## src/rtl/sign_ext_arbiter_if.sv

```systemverilog
// Handshake bundle between the two extension requesters and the shared
// sign-extension arbiter: level requests with operands in, result and status out.
interface sign_ext_arbiter_if #(
  parameter int IN_W  = 9,
  parameter int OUT_W = 16,
  parameter int CNT_W = 8
);
  logic             req0;
  logic [IN_W-1:0]  imm0;
  logic             req1;
  logic [IN_W-1:0]  imm1;
  logic [OUT_W-1:0] out;
  logic             done0;
  logic             done1;
  logic             busy;
  logic [CNT_W-1:0] cnt0;
  logic [CNT_W-1:0] cnt1;

  modport master (
    output req0, imm0, req1, imm1,
    input  out, done0, done1, busy, cnt0, cnt1
  );

  modport slave (
    input  req0, imm0, req1, imm1,
    output out, done0, done1, busy, cnt0, cnt1
  );
endinterface

```

## src/rtl/sign_ext_arbiter.sv

```systemverilog
// Round-robin arbiter for the shared 9-to-16 sign extender: grants one of two
// requesters, registers the extended result, pulses done and counts services.
//
// state | meaning
// IDLE  | waiting; arbitrate and latch winner's operand
// EXT   | extend latched operand into out, raise winner's done
// RESP  | done visible; clear done, update round-robin pointer and counter
module sign_ext_arbiter #(
  parameter int IN_W  = 9,
  parameter int OUT_W = 16,
  parameter int CNT_W = 8
) (
  input logic              clk,
  input logic              rst_b,
  sign_ext_arbiter_if.slave bus
);

  typedef enum logic [1:0] {IDLE = 2'd0, EXT = 2'd1, RESP = 2'd2} state_t;

  state_t           state;
  state_t           state_next;
  logic             grant;
  logic             win;
  logic             load_op;
  logic             fire;
  logic             finish;
  logic             busy_c;
  logic [IN_W-1:0]  op_reg;
  logic             gnt_id;
  logic             last_served;
  logic [OUT_W-1:0] out_r;
  logic             done0_r;
  logic             done1_r;
  logic [CNT_W-1:0] cnt0_r;
  logic [CNT_W-1:0] cnt1_r;

  always_ff @(posedge clk or negedge rst_b) begin
    if (!rst_b) state <= IDLE;
    else        state <= state_next;
  end

  // On a tie the requester that was not served last wins.
  always_comb begin
    state_next = state;
    grant      = 1'b0;
    win        = 1'b0;
    case (state)
      IDLE: begin
        if (bus.req0 || bus.req1) begin
          grant      = 1'b1;
          win        = (bus.req0 && bus.req1) ? ~last_served : bus.req1;
          state_next = EXT;
        end
      end
      EXT:     state_next = RESP;
      RESP:    state_next = IDLE;
      default: state_next = IDLE;
    endcase
  end

  always_comb begin
    load_op = 1'b0;
    fire    = 1'b0;
    finish  = 1'b0;
    busy_c  = 1'b0;
    case (state)
      IDLE:    load_op = grant;
      EXT:     begin fire   = 1'b1; busy_c = 1'b1; end
      RESP:    begin finish = 1'b1; busy_c = 1'b1; end
      default: busy_c = 1'b1;
    endcase
  end

  always_ff @(posedge clk or negedge rst_b) begin
    if (!rst_b) begin
      op_reg      <= '0;
      gnt_id      <= 1'b0;
      last_served <= 1'b1;
      out_r       <= '0;
      done0_r     <= 1'b0;
      done1_r     <= 1'b0;
      cnt0_r      <= '0;
      cnt1_r      <= '0;
    end else begin
      if (load_op) begin
        op_reg <= win ? bus.imm1 : bus.imm0;
        gnt_id <= win;
      end
      if (fire) begin
        out_r   <= {{(OUT_W-IN_W){op_reg[IN_W-1]}}, op_reg};
        done0_r <= ~gnt_id;
        done1_r <= gnt_id;
      end
      if (finish) begin
        done0_r     <= 1'b0;
        done1_r     <= 1'b0;
        last_served <= gnt_id;
        if (!gnt_id && cnt0_r != '1) cnt0_r <= cnt0_r + 1'b1;
        if (gnt_id && cnt1_r != '1)  cnt1_r <= cnt1_r + 1'b1;
      end
    end
  end

  assign bus.out   = out_r;
  assign bus.done0 = done0_r;
  assign bus.done1 = done1_r;
  assign bus.busy  = busy_c;
  assign bus.cnt0  = cnt0_r;
  assign bus.cnt1  = cnt1_r;

endmodule

```

## src/flat_wrapper.sv

```systemverilog
// flat-port wrapper written by rule: the top's interface ports become plain ports
module sign_ext_arbiter_flat 
#(
  parameter int IN_W  = 9,
  parameter int OUT_W = 16,
  parameter int CNT_W = 8
)
  (clk, rst_b, bus_req0, bus_imm0, bus_req1, bus_imm1, bus_out, bus_done0, bus_done1, bus_busy, bus_cnt0, bus_cnt1);
  sign_ext_arbiter_if #(.IN_W(IN_W), .OUT_W(OUT_W), .CNT_W(CNT_W)) bus_i ();
  input logic clk;
  input logic rst_b;
  input wire logic [$bits(bus_i.req0)-1:0] bus_req0;
  input wire logic [$bits(bus_i.imm0)-1:0] bus_imm0;
  input wire logic [$bits(bus_i.req1)-1:0] bus_req1;
  input wire logic [$bits(bus_i.imm1)-1:0] bus_imm1;
  output wire logic [$bits(bus_i.out)-1:0] bus_out;
  output wire logic [$bits(bus_i.done0)-1:0] bus_done0;
  output wire logic [$bits(bus_i.done1)-1:0] bus_done1;
  output wire logic [$bits(bus_i.busy)-1:0] bus_busy;
  output wire logic [$bits(bus_i.cnt0)-1:0] bus_cnt0;
  output wire logic [$bits(bus_i.cnt1)-1:0] bus_cnt1;
  assign bus_i.req0 = bus_req0;
  assign bus_i.imm0 = bus_imm0;
  assign bus_i.req1 = bus_req1;
  assign bus_i.imm1 = bus_imm1;
  assign bus_out = bus_i.out;
  assign bus_done0 = bus_i.done0;
  assign bus_done1 = bus_i.done1;
  assign bus_busy = bus_i.busy;
  assign bus_cnt0 = bus_i.cnt0;
  assign bus_cnt1 = bus_i.cnt1;
  sign_ext_arbiter #(.IN_W(IN_W), .OUT_W(OUT_W), .CNT_W(CNT_W)) u_core (.clk(clk), .rst_b(rst_b), .bus(bus_i));
endmodule
```

## config.mk

```make
export PLATFORM = sky130hd
export DESIGN_NAME = sign_ext_arbiter_flat
export DESIGN_NICKNAME = d
export VERILOG_FILES = /design/src/rtl/sign_ext_arbiter_if.sv /design/src/rtl/sign_ext_arbiter.sv /design/src/flat_wrapper.sv
export SDC_FILE = /design/constraint.sdc
export NUM_CORES = 1
export LEC_CHECK = 0
export BUFFER_PORTS_ARGS = -buffer_cell sky130_fd_sc_hd__buf_2
export CAP_MARGIN = 15
export CORE_UTILIZATION = 50
export DETAILED_ROUTE_END_ITERATION = 12
export PLACE_DENSITY = 0.82
export SYNTH_ARGS = -nofsm -noshare
export SYNTH_HDL_FRONTEND = slang
export SYNTH_SLANG_ARGS = --single-unit
```

## constraint.sdc

```tcl
create_clock -name clk -period 1.9 [get_ports clk]
set_clock_uncertainty 0.05 [all_clocks]
set_input_delay 0.19 -clock clk [delete_from_list [all_inputs] [get_ports clk]]
set_output_delay 0.19 -clock clk [all_outputs]
set_load 0.005 [all_outputs]
```

---- Yosys cells after proc, flatten, opt, wreduce, memory -nomap -nowiden ----
Index checks and enable logic that the tools add are counted.
cells by class
  $add $sub $neg .......................... 2
  eq/ne operators ......................... 5
  multiplexer cells ....................... 15
  bitwise operators ....................... 2
  reductions and logical operators ........ 9
operators by type and width
  cell                                                                      count
  8-bit by 1-bit adder with 8-bit output (second input constant)            2
  8-bit inequality test (second input constant)                             2
  1-bit two-way mux                                                         12
  9-bit two-way mux                                                         1
  2-bit one-hot mux with 2 select lines                                     1
  2-bit AND reduction                                                       2
  1-bit logical AND                                                         3
  2-bit by 1-bit == test with 1-bit output (second input constant)          1
  2-bit == test (second input constant)                                     1
  2-bit logical NOT                                                         1
  2-bit two-way mux                                                         1
  2-bit by 1-bit inequality test with 1-bit output (second input constant)  1
  1-bit NOT                                                                 2
  2-bit nonzero test                                                        1
  1-bit logical NOT                                                         1
  1-bit logical OR                                                          1
word-level totals
  bits in registers ....................... 40
  input bits .............................. 22

---- Longest topological paths before layout ----
Gate-level depths: netlist (run 1).
  depth in word-level cells ............... 5
  mapped depth ............................ 6
  mapped depth without buffers ............ 6

---- Worst setup path before layout (run 1) ----
Ideal clock, no wire load.
  path type ............................... reg-to-reg
  start ................................... register u_core.state[0]
  end ..................................... register u_core.cnt1_r[7] (netlist: u_core.bus.cnt1[7])
  data arrival time ....................... 1,512 ps
  setup slack ............................. 213 ps
  stages on the path, launching flop included .. 7
  period minus slack after synthesis ...... 1,687 ps
  cells stage by stage .................... dfrtp_1 -> inv_1 -> ha_1 -> nand2_1 -> nor3_2 -> and3_1 -> mux2_2
on the way
  longest elaborated chain between the ends .. 3
ends and longest elaborated chain
  element                        RTL line                RTL
  start: declaration             sign_ext_arbiter.sv:20  state_t state;
  start signal: assignment       sign_ext_arbiter.sv:39  else state <= state_next;
  2-bit == test                  sign_ext_arbiter.sv:66  case (state)
  1-bit two-way mux              sign_ext_arbiter.sv:66
  2-bit AND reduction (no line)  -
  end signal: assignment         sign_ext_arbiter.sv:99  if (gnt_id && cnt1_r != '1) cnt1_r <= cnt1_r + 1'b1;
  end: declaration               sign_ext_arbiter.sv:35  logic [CNT_W-1:0] cnt1_r;
No other way between the ends.
A chain may end at the register's enable or synchronous reset.

---- Worst setup path after layout (run 1) ----
  start ................................... register u_core.state[0]
  end ..................................... register u_core.cnt0_r[6] (netlist: u_core.bus.cnt0[6])
on the way
  longest elaborated chain between the ends .. 3
ends and longest elaborated chain
  element                        RTL line                RTL
  2-bit == test                  sign_ext_arbiter.sv:66
  1-bit two-way mux              sign_ext_arbiter.sv:66
  2-bit AND reduction (no line)  -
  end signal: assignment         sign_ext_arbiter.sv:98  if (!gnt_id && cnt0_r != '1) cnt0_r <= cnt0_r + 1'b1;
  end: declaration               sign_ext_arbiter.sv:34  logic [CNT_W-1:0] cnt0_r;
No other way between the ends.

==> results of run 1 <==
-- synth_stat cells (all sizes together) --
| cell type | number |
|---|---|
| dfrtp | 39 |
| nand2 | 23 |
| mux2 | 15 |
| o21ai | 14 |
| buf | 9 |
| mux2i | 9 |
| nand3 | 7 |
| ha | 6 |
| a21oi | 5 |
| inv | 5 |
| xnor2 | 5 |
| nor2 | 4 |
| and3 | 3 |
| nand2b | 3 |
| nor3 | 3 |
| a31oi | 2 |
| nand4 | 2 |
| a41oi | 1 |
| and2b | 1 |
| and4 | 1 |
| clkbuf | 1 |
| dfstp | 1 |
| nand3b | 1 |
| nor2b | 1 |
| nor3b | 1 |
| o21a | 1 |
| o21bai | 1 |
| or2 | 1 |
| or3 | 1 |
| xor2 | 1 |
-- stage by stage --
stage	cells	power, mW	util (%)	hold WS (ps)	area, sq um
floorplan	167	2.256	-	-155.6	1876
global placement	263	2.644	63.13	223.6	2190
detailed placement	263	2.697	63.13	225.4	2190
CTS	272	3.281	66.02	131.1	2290
global route	272	3.499	66.02	151.4	2290
finish	272	3.239	66.02	136.2	2290
-- cell type report --
| cell class | count | area share (%) |
|---|---|---|
| well taps | 46 | 2.514 |
| inverters | 5 | 0.8197 |
| clock buffers | 8 | 3.934 |
| repair buffers | 61 | 14.54 |
| multi-input cells | 112 | 34.43 |
| flip-flops and latches | 40 | 43.77 |
-- power by group through the flow --
stage	Clock (mW)	Sequential (mW)	Combinational [mW]
floorplan	0	1.44	0.821
global placement	0	1.44	1.20
detailed placement	0	1.46	1.24
CTS	0.582	1.45	1.25
global route	0.620	1.49	1.39
finish	0.563	1.45	1.23
-- layer usage --
layer,global-route usage (%),vias up,routed length [um]
met1,23.77,647,1458
met2,32.26,38,1699
li1,-,683,-
met5,0,-,0
met3,5.435,5,161
met4,6.818,0,48
-- path summary, 6_finish.rpt --
check / slack (ps) / end / cells after the start / from
min in group asynchronous: 430 / u_core.bus.cnt0[3] / 3 / rst_b
max reg2reg: 140 / u_core.bus.cnt0[6] / 6 / u_core.state[0]
min reg2reg: 440 / u_core.op_reg[5] / 2 / u_core.op_reg[5]
max: 140 / u_core.bus.cnt0[6] / 6 / u_core.state[0]
max in group asynchronous: 1010 / u_core.last_served / 3 / rst_b
min: 140 / u_core.state[0] / 3 / bus_req0
-- critical path, stage by stage (launching register included) --
cell     delay (ps)
dfrtp_1         390
inv_1            80
ha_1            250
and2b_2         230
and3_2          230
nand4_1          90
mux2_2          330
-- cell families after synthesis --
kind of cell / Yosys count
AND/OR/NAND/NOR: 52
flip-flops: 40
AO/OA/AOI/OAI: 24
multiplexers: 24
buffers and inverters: 15
XOR/XNOR: 6
adder cells (fa/ha/maj): 6
==> impl_metrics.ini, run 1 <==
[status]
outcome = finished clean

[critical_path]
critPathRequiredTime_ps = 2020
path_max_fanout = 6
crit_path_end_kind = register
start_kind = register
setup.worst_path.class = register to register
cp_data_arrival_time_ps = 1890

[timing]
tightestPinTransition_ps = 483.6
rsz0062_at_grt = no
finalMaxSlewViolations = 0
setup_viol = 0
min_period_ps = 1764
max_freq_ghz = 0.5667
postLayoutSetupSlackWorst_ps = 135.5
fin_tns_setup_ps = 0
min_period_over_period_pct = 92.87
final-hold-violation-count = 0
maxSlewHeadroom_pct = 67.76

[pwr]
intPower_mw = 2.147
power.share.sequential_pct = 44.7
power.switching_mw = 1.092
power.density_mw_per_mm2 = 1414
clockPowerShare_pct = 17.4
leakagePower_nw = 1.175
vdd_drop_max_uv = 777.5
switching_share_pct = 33.71
combPwrFrac_pct = 37.9

[cells_and_area]
drive_above_1_share_pct = 38.50
multi_input_area_sq_um = 788.3
area_growth_pct = 22.08
layout.nets = 253
final_cell_mix = buf_2, dfrtp_1, nand2_1
fillers = 287
layout_commonest_cell = buf_2
register_area_sq_mm = 0.001002
diodes = 0

[route]
wirelength_um = 3367
initialDrtViolationCount = 72
final_antenna_net_count = 0
firstDrtPassIters = 4
via_per_inst = 5.048
vias = 1373
remaining_drc_errors = 0
wl_per_cell_um = 12.38

[global_routing]
antenna_found_initial = 0
grt_use_total_pct = 19.27
grt_pass1_vias = 1311
grt_max_degree = 41
grt_pass1_wl_um = 5837
grt_overflow = 0

[clocking]
cts_buffers = 5
htree_num_levels = 2
clk_pin_slew_ps = 70
cts_root_buf = clkbuf_8
clkSinkCount = 40
cts_tree = built
clockBufferDepth = 2
cts_resized = 0
cts_setup_buffers = 0
postCtsHoldBufs = 1
insertion_delay_ps = 290

[synth]
synth_top_cell_by_area = dfrtp_1
syn_avg_cell_area_sq_um = 11.23
synthTopCellsByArea = dfrtp_1, mux2_2, mux2i_1, nand2_1, ha_1
syn-num-nets = 195
seq_area_frac_synth_pct = 53.44
synthAdderAreaFrac_pct = 4.003
synth-xor-area-share_pct = 2.802
synth_top_area_share_pct = 52.03
synth_mux_area_share_pct = 13.81
ys_types = 34
synth-seq-cells = 40
synth_area_sq_mm = 0.001876
synth_top_family_by_area = multiplexers
synth_compound_area_share_pct = 7.605
synth_cells = 167
yosys_warnings = 0
synth_simple_gate_area_share_pct = 13.81

[floorplan]
placementRows = 21
dieArea_sq_mm = 0.004000
core-area_sq_mm = 0.003468
io_pins = 57
die_w_um = 63.25
start_util_pct = 54.08
die_h_um = 63.25

[placement]
dpl.hpwl_um = 2475
port_buffers = 56
place_ws_ps = 141.0
place.gp.congestion = 0.7636

[worst_hold_path]
hold_path.class = input port to register

[job]
drv_cap = 0
Note: power is estimated with default switching activity, not from simulation.
==> run 2, diff against run 1 <==
--- a/config.mk
+++ b/config.mk
@@ -5,11 +5,14 @@
 export SDC_FILE = /design/constraint.sdc
 export NUM_CORES = 1
 export LEC_CHECK = 0
+export ABC_AREA = 1
 export BUFFER_PORTS_ARGS = -buffer_cell sky130_fd_sc_hd__buf_2
 export CAP_MARGIN = 15
-export CORE_UTILIZATION = 50
+export CORE_UTILIZATION = 52
+export CTS_BUF_LIST = sky130_fd_sc_hd__clkbuf_16
 export DETAILED_ROUTE_END_ITERATION = 12
-export PLACE_DENSITY = 0.82
+export HOLD_SLACK_MARGIN = 0.1
+export PLACE_DENSITY = 0.83
 export SYNTH_ARGS = -nofsm -noshare
 export SYNTH_HDL_FRONTEND = slang
 export SYNTH_SLANG_ARGS = --single-unit
==> run 2 against run 1 <==
Against the previous run:
- non-clock buffer count fell by 2
- clock power rose by 38%
- via count rose by 27%
- critical endpoint is now u_core.op_reg[1]
- die area rose by 7.3%
- synthesized cell count rose by 50%
- cell count rose by 30%
- combinational power rose by 9.8%
==> impl_metrics.ini, run 2 <==
[placement]
port_buffers = 56
place.gp.congestion = 0.8230
place_ws_ps = 289.6
dp_cells = 346
dpl.hpwl_um = 2856
placed_area_sq_mm = 0.002375

[critical_path]
slowest_delay_ps = 400
path_max_fanout = 12
crit_buf_inv = 2
start_kind = register
cp_data_arrival_time_ps = 1780
critPathLaunch = u_core.state[0]
r2r-start = u_core.state[0]
setup.worst_path.class = register to register
path_cells = inv_1 -> ha_1 -> inv_2 -> nor2_2 -> nand2_1 -> o21ai_1
crit_path_end_kind = register
critical_path.top_delay_family = simple AND/OR/NAND/NOR gates
slowest_stage = dfrtp_1
critPathRequiredTime_ps = 2050

[clocking]
cts_setup_buffers = 0
clk_pin_slew_ps = 50
cts_root_buf = clkbuf_16
htree_num_levels = 2
insertion_delay_ps = 280
clockBufferDepth = 2
clkSinkCount = 40
cts_buffers = 5
cts_tree = built

[pwr]
clockPowerShare_pct = 21.6
power.density_mw_per_mm2 = 1423
vdd_drop_max_uv = 851.1
power.switching_mw = 1.291
switching_share_pct = 36.02
combPwrFrac_pct = 37.7
leakagePower_nw = 1.345
power.share.sequential_pct = 40.6
intPower_mw = 2.293

[global_routing]
busiest_layer = met2
grt_pass1_wl_um = 6886
antenna_found_initial = 0
gr-usage-met1_pct = 26.40
grt_overflow = 0
global_route.usage.met2_pct = 35.57
grt_max_degree = 41
grt_pass1_vias = 1543
grt_use_total_pct = 21.18
met3_usage_pct = 5.729

[cells_and_area]
layout_commonest_cell = nand2_1
layout.nets = 334
drive_above_1_share_pct = 29.41
final_cell_count_no_fill = 354
fillers = 311
area_growth_pct = 20.11
diodes = 0
stdcell_area_sq_mm = 0.002519
final_cell_mix = nand2_1, buf_2, dfrtp_1
multi_input_area_sq_um = 899.6
register_area_sq_mm = 0.001002

[status]
outcome = finished clean

[timing]
min_period_over_period_pct = 85.85
maxSlewHeadroom_pct = 67.56
tightestPinTransition_ps = 486.6
rsz0062_at_grt = no
max_freq_ghz = 0.6131
min_period_ps = 1631
postLayoutSetupSlackWorst_ps = 268.8
fin_tns_setup_ps = 0
finalMaxSlewViolations = 0
final-hold-violation-count = 0
setup_viol = 0

[floorplan]
die_w_um = 65.51
core-area_sq_mm = 0.003771
io_pins = 57
dieArea_sq_mm = 0.004291
placementRows = 22
start_util_pct = 55.61
die_h_um = 65.51

[synth]
ys_types = 29
syn_avg_cell_area_sq_um = 8.355
yosysMostFrequentCell = nand2_1
synthTopCellsByArea = dfrtp_1, nand2_1, mux2_2, inv_1, ha_1
synth-edff-count = 0
synth_top_cell_by_area = dfrtp_1
synth_area_sq_mm = 0.002097
async_reset_ff_share_pct = 100.0
seq_area_frac_synth_pct = 47.79
synth_cells = 251
synth_top_area_share_pct = 46.54
yosys_warnings = 0
synth_flop_cell = dfrtp_1
synth-seq-cells = 40
ys_top_cells_by_count = nand2_1, dfrtp_1, inv_1, nor2_1, o21ai_0
syn-num-nets = 279

[route]
wl_per_cell_um = 11.26
firstDrtPassIters = 4
wirelength_um = 3985
initialDrtViolationCount = 106
via_per_inst = 4.918
final_antenna_net_count = 0
remaining_drc_errors = 0
vias = 1741

[worst_hold_path]
hp-start = bus_imm1[2]
hold_path.class = input port to register

[job]
drv_cap = 0
-- run 2: cell count changes after synthesis, sizes merged, moves of 2 or more --
cell / change
nand2: +63
o22ai: +2
and3: -3
mux2: -6
nand2b: -3
inv: +24
nor3: -2
a21oi: -3
mux2i: -9
nand4: +2
nor2: +19
o21ai: +8
-- run 2: kinds of logic after synthesis --
| group | after synthesis | synth area share [%] |
|---|---|---|
| and+or+nand+nor | 122 | 25.36 |
| buffers and inverters | 41 | 9.307 |
| xor gates and xnor gates | 6 | 2.506 |
| muxes | 9 | 4.833 |
| AOI/OAI and AO/OA | 27 | 6.623 |
| DFF | 40 | 47.79 |
| adders and majority gates | 6 | 3.580 |
-- run 2: worst paths after layout --
kind	endpoint	slack, ps	cells past startpoint
setup / recovery	u_core.op_reg[1]	270	6
hold / removal	u_core.op_reg[2]	120	3
setup reg to reg	u_core.op_reg[1]	270	6
hold reg to reg	u_core.last_served	420	2
max in group asynchronous	u_core.last_served	1000	3
min in group asynchronous	u_core.bus.cnt0[1]	440	3
-- run 2: repair_timing --
item,CTS,global route
endpoints found under the hold margin,39,0
hold buffers,1,0
resized for setup,0,0
-- run 2: power groups by stage --
stage	logic (mW)	clock network, mW	registers [mW]
6_report	1.35	0.776	1.46
3_5_place_dp	1.35	0	1.47
3_3_place_gp	1.31	0	1.45
4_1_cts	1.37	0.795	1.46
5_1_grt	1.53	0.838	1.51
2_1_floorplan	0.977	0	1.44
-- run 2: cell type report --
| type | count | share of cell area, % |
|---|---|---|
| Timing Repair Buffer | 59 | 12.12 |
| Multi-Input combinational cell | 170 | 35.72 |
| Clock inverter | 2 | 0.3477 |
| Clock buffer | 5 | 4.968 |
| Sequential cell | 40 | 39.79 |
| Tap cell | 48 | 2.384 |
| Inverter | 30 | 4.670 |
-- run 2: worst min-delay path, cell delays in order --
cell and delay [ps]:
buf_2 70, nor2_1 30, o21ai_1 110
-- run 2: stage by stage --
step / hold slack (ps) / total power, mW / util, %
final: 119.3 / 3.584 / 66.79
after global routing: 124.4 / 3.884 / 66.79
after CTS: 112.4 / 3.628 / 66.79
after detailed placement: 226.7 / 2.820 / 62.97
after global placement: 226.0 / 2.768 / 62.97
after floorplan: -155.6 / 2.419 / -
-- run 2: metal layers --
layer	part of all wire, %	vias up
met4	1.0	0
li1	-	894
met1	44	787
met3	5.2	5
met5	0	-
met2	49	55
==> run 3, diff against run 2 <==
--- a/config.mk
+++ b/config.mk
@@ -8,11 +8,12 @@
 export ABC_AREA = 1
 export BUFFER_PORTS_ARGS = -buffer_cell sky130_fd_sc_hd__buf_2
 export CAP_MARGIN = 15
-export CORE_UTILIZATION = 52
+export CORE_UTILIZATION = 50
 export CTS_BUF_LIST = sky130_fd_sc_hd__clkbuf_16
+export CTS_CLUSTER_DIAMETER = 30
 export DETAILED_ROUTE_END_ITERATION = 12
 export HOLD_SLACK_MARGIN = 0.1
-export PLACE_DENSITY = 0.83
+export PLACE_DENSITY = 0.81
 export SYNTH_ARGS = -nofsm -noshare
 export SYNTH_HDL_FRONTEND = slang
 export SYNTH_SLANG_ARGS = --single-unit
==> run 3 against run 2 <==
Against the previous run:
- clock power barely moved
- non-clock buffer count did not move
- hold slack improved by 0.53 ps
- first-iteration DRC count fell by 20%
- maximum frequency fell by 0.52%
- setup slack got worse by 8.5 ps
- clock-buffer cell count did not move
==> impl_metrics.ini, run 3 (synthesized netlist as in run 2, its figures left out) <==
[critical_path]
critPathRequiredTime_ps = 2050
slowest_stage = dfrtp_1
cp_data_arrival_time_ps = 1790
setup.worst_path.class = register to register
start_kind = register
crit_path_end_kind = register
path_cells = inv_1 -> ha_1 -> inv_2 -> nor2_2 -> nand2_1 -> o21ai_1
critical_path.top_delay_family = simple AND/OR/NAND/NOR gates
path_max_fanout = 12
crit_buf_inv = 2
slowest_delay_ps = 410

[placement]
dpl.hpwl_um = 2796
port_buffers = 56
dp_cells = 348
placed_area_sq_mm = 0.002377
place.gp.congestion = 0.7873

[timing]
fin_tns_setup_ps = 0
tightestPinTransition_ps = 493.3
maxSlewHeadroom_pct = 67.12
min_period_over_period_pct = 86.30
rsz0062_at_grt = no
setup_viol = 0
finalMaxSlewViolations = 0
max_freq_ghz = 0.6099
final-hold-violation-count = 0
min_period_ps = 1640

[status]
outcome = finished clean

[cells_and_area]
drive_above_1_share_pct = 28.99
stdcell_area_sq_mm = 0.002524
diodes = 0
final_cell_count_no_fill = 357
layout.nets = 334
layout_commonest_cell = nand2_1
area_growth_pct = 20.35
fillers = 346
final_cell_mix = nand2_1, buf_2, dfrtp_1

[floorplan]
dieArea_sq_mm = 0.004457
die_h_um = 66.76
core-area_sq_mm = 0.004000
start_util_pct = 52.42
die_w_um = 66.76
placementRows = 23
io_pins = 57

[pwr]
vdd_drop_max_uv = 805.8
power.density_mw_per_mm2 = 1412
total_power_mw = 3.563
leakagePower_nw = 1.348

[global_routing]
grt_pass1_vias = 1576
grt_use_total_pct = 20.44
antenna_found_initial = 0
grt_max_degree = 41
grt_pass1_wl_um = 6713
grt_overflow = 0

[worst_hold_path]
hold_path.class = input port to register

[route]
vias = 1720
wirelength_um = 3842
remaining_drc_errors = 0
final_antenna_net_count = 0
wl_per_cell_um = 10.76
via_per_inst = 4.818
firstDrtPassIters = 4
initialDrtViolationCount = 85

[clocking]
insertion_delay_ps = 280
htree_num_levels = 2
clockBufferDepth = 2
cts_buffers = 5
clkSinkCount = 40
clk_pin_slew_ps = 60
cts_tree = built
cts_root_buf = clkbuf_16

[job]
drv_cap = 0
run 3: changes by cell type in the layout (fill, tap and decap cells not counted), sizes merged:
cell,previous run,this run
inv,30,31
run 3: tightest hold or removal path, cell delays in order:
cell,delay [ps]
buf_2,70
nor2_1,30
o21ai_1,110
run 3: repair_timing:
item / in CTS / in global routing
buffers inserted: 0 / 0
hold buffers: 1 / 0
hold endpoints to repair: 39 / 0
gates resized for setup: 0 / 0
run 3: worst paths after layout:
path | slack [ps] | startpoint | depth (start not counted) | to
setup / recovery | 260 | u_core.state[0] | 6 | u_core.op_reg[8]
hold / removal | 120 | bus_imm1[4] | 3 | u_core.op_reg[4]
setup reg to reg | 260 | u_core.state[0] | 6 | u_core.op_reg[8]
hold reg to reg | 420 | u_core.last_served | 2 | u_core.last_served
max in group asynchronous | 1000 | rst_b | 3 | u_core.last_served
min in group asynchronous | 440 | rst_b | 3 | u_core.bus.out[3]
run 3: area by class of cell:
class / count / area [sq um] / area share [%]
tap: 50 / 62.56 / 2.479
inverter: 30 / 117.6 / 4.660
clock inverter: 3 / 11.26 / 0.4462
clock buffer: 5 / 125.1 / 4.958
sequential: 40 / 1002 / 39.71
timing repair buffer: 59 / 305.3 / 12.10
multi-input combinational: 170 / 899.6 / 35.65
run 3: per-layer routing:
| layer | up-vias | global-route usage, % | wire (um) |
|---|---|---|---|
| met3 | 6 | 6.164 | 179 |
| met5 | - | 0 | 0 |
| met2 | 38 | 31.94 | 1824 |
| met4 | 0 | 8.511 | 59 |
| li1 | 892 | - | - |
| met1 | 784 | 26.13 | 1780 |
run 3: power by group:
group / leakage, nW / internal (mW) / switching, mW
registers: 0.507 / 1.20 / 0.248
clock network: 0.0738 / 0.472 / 0.303
logic: 0.768 / 0.624 / 0.718
run 3: per-stage QoR:
| stage | hold WS, ps | setup WS, ps | util [%] |
|---|---|---|---|
| after global placement | 232.6 | 408.9 | 59.43 |
| after CTS | 117.2 | 257.0 | 63.09 |
| after floorplan | -155.6 | 544.3 | - |
| final | 119.9 | 260.3 | 63.09 |
| after detailed placement | 234.5 | 280.9 | 59.43 |
| after global routing | 144.6 | 153.0 | 63.09 |
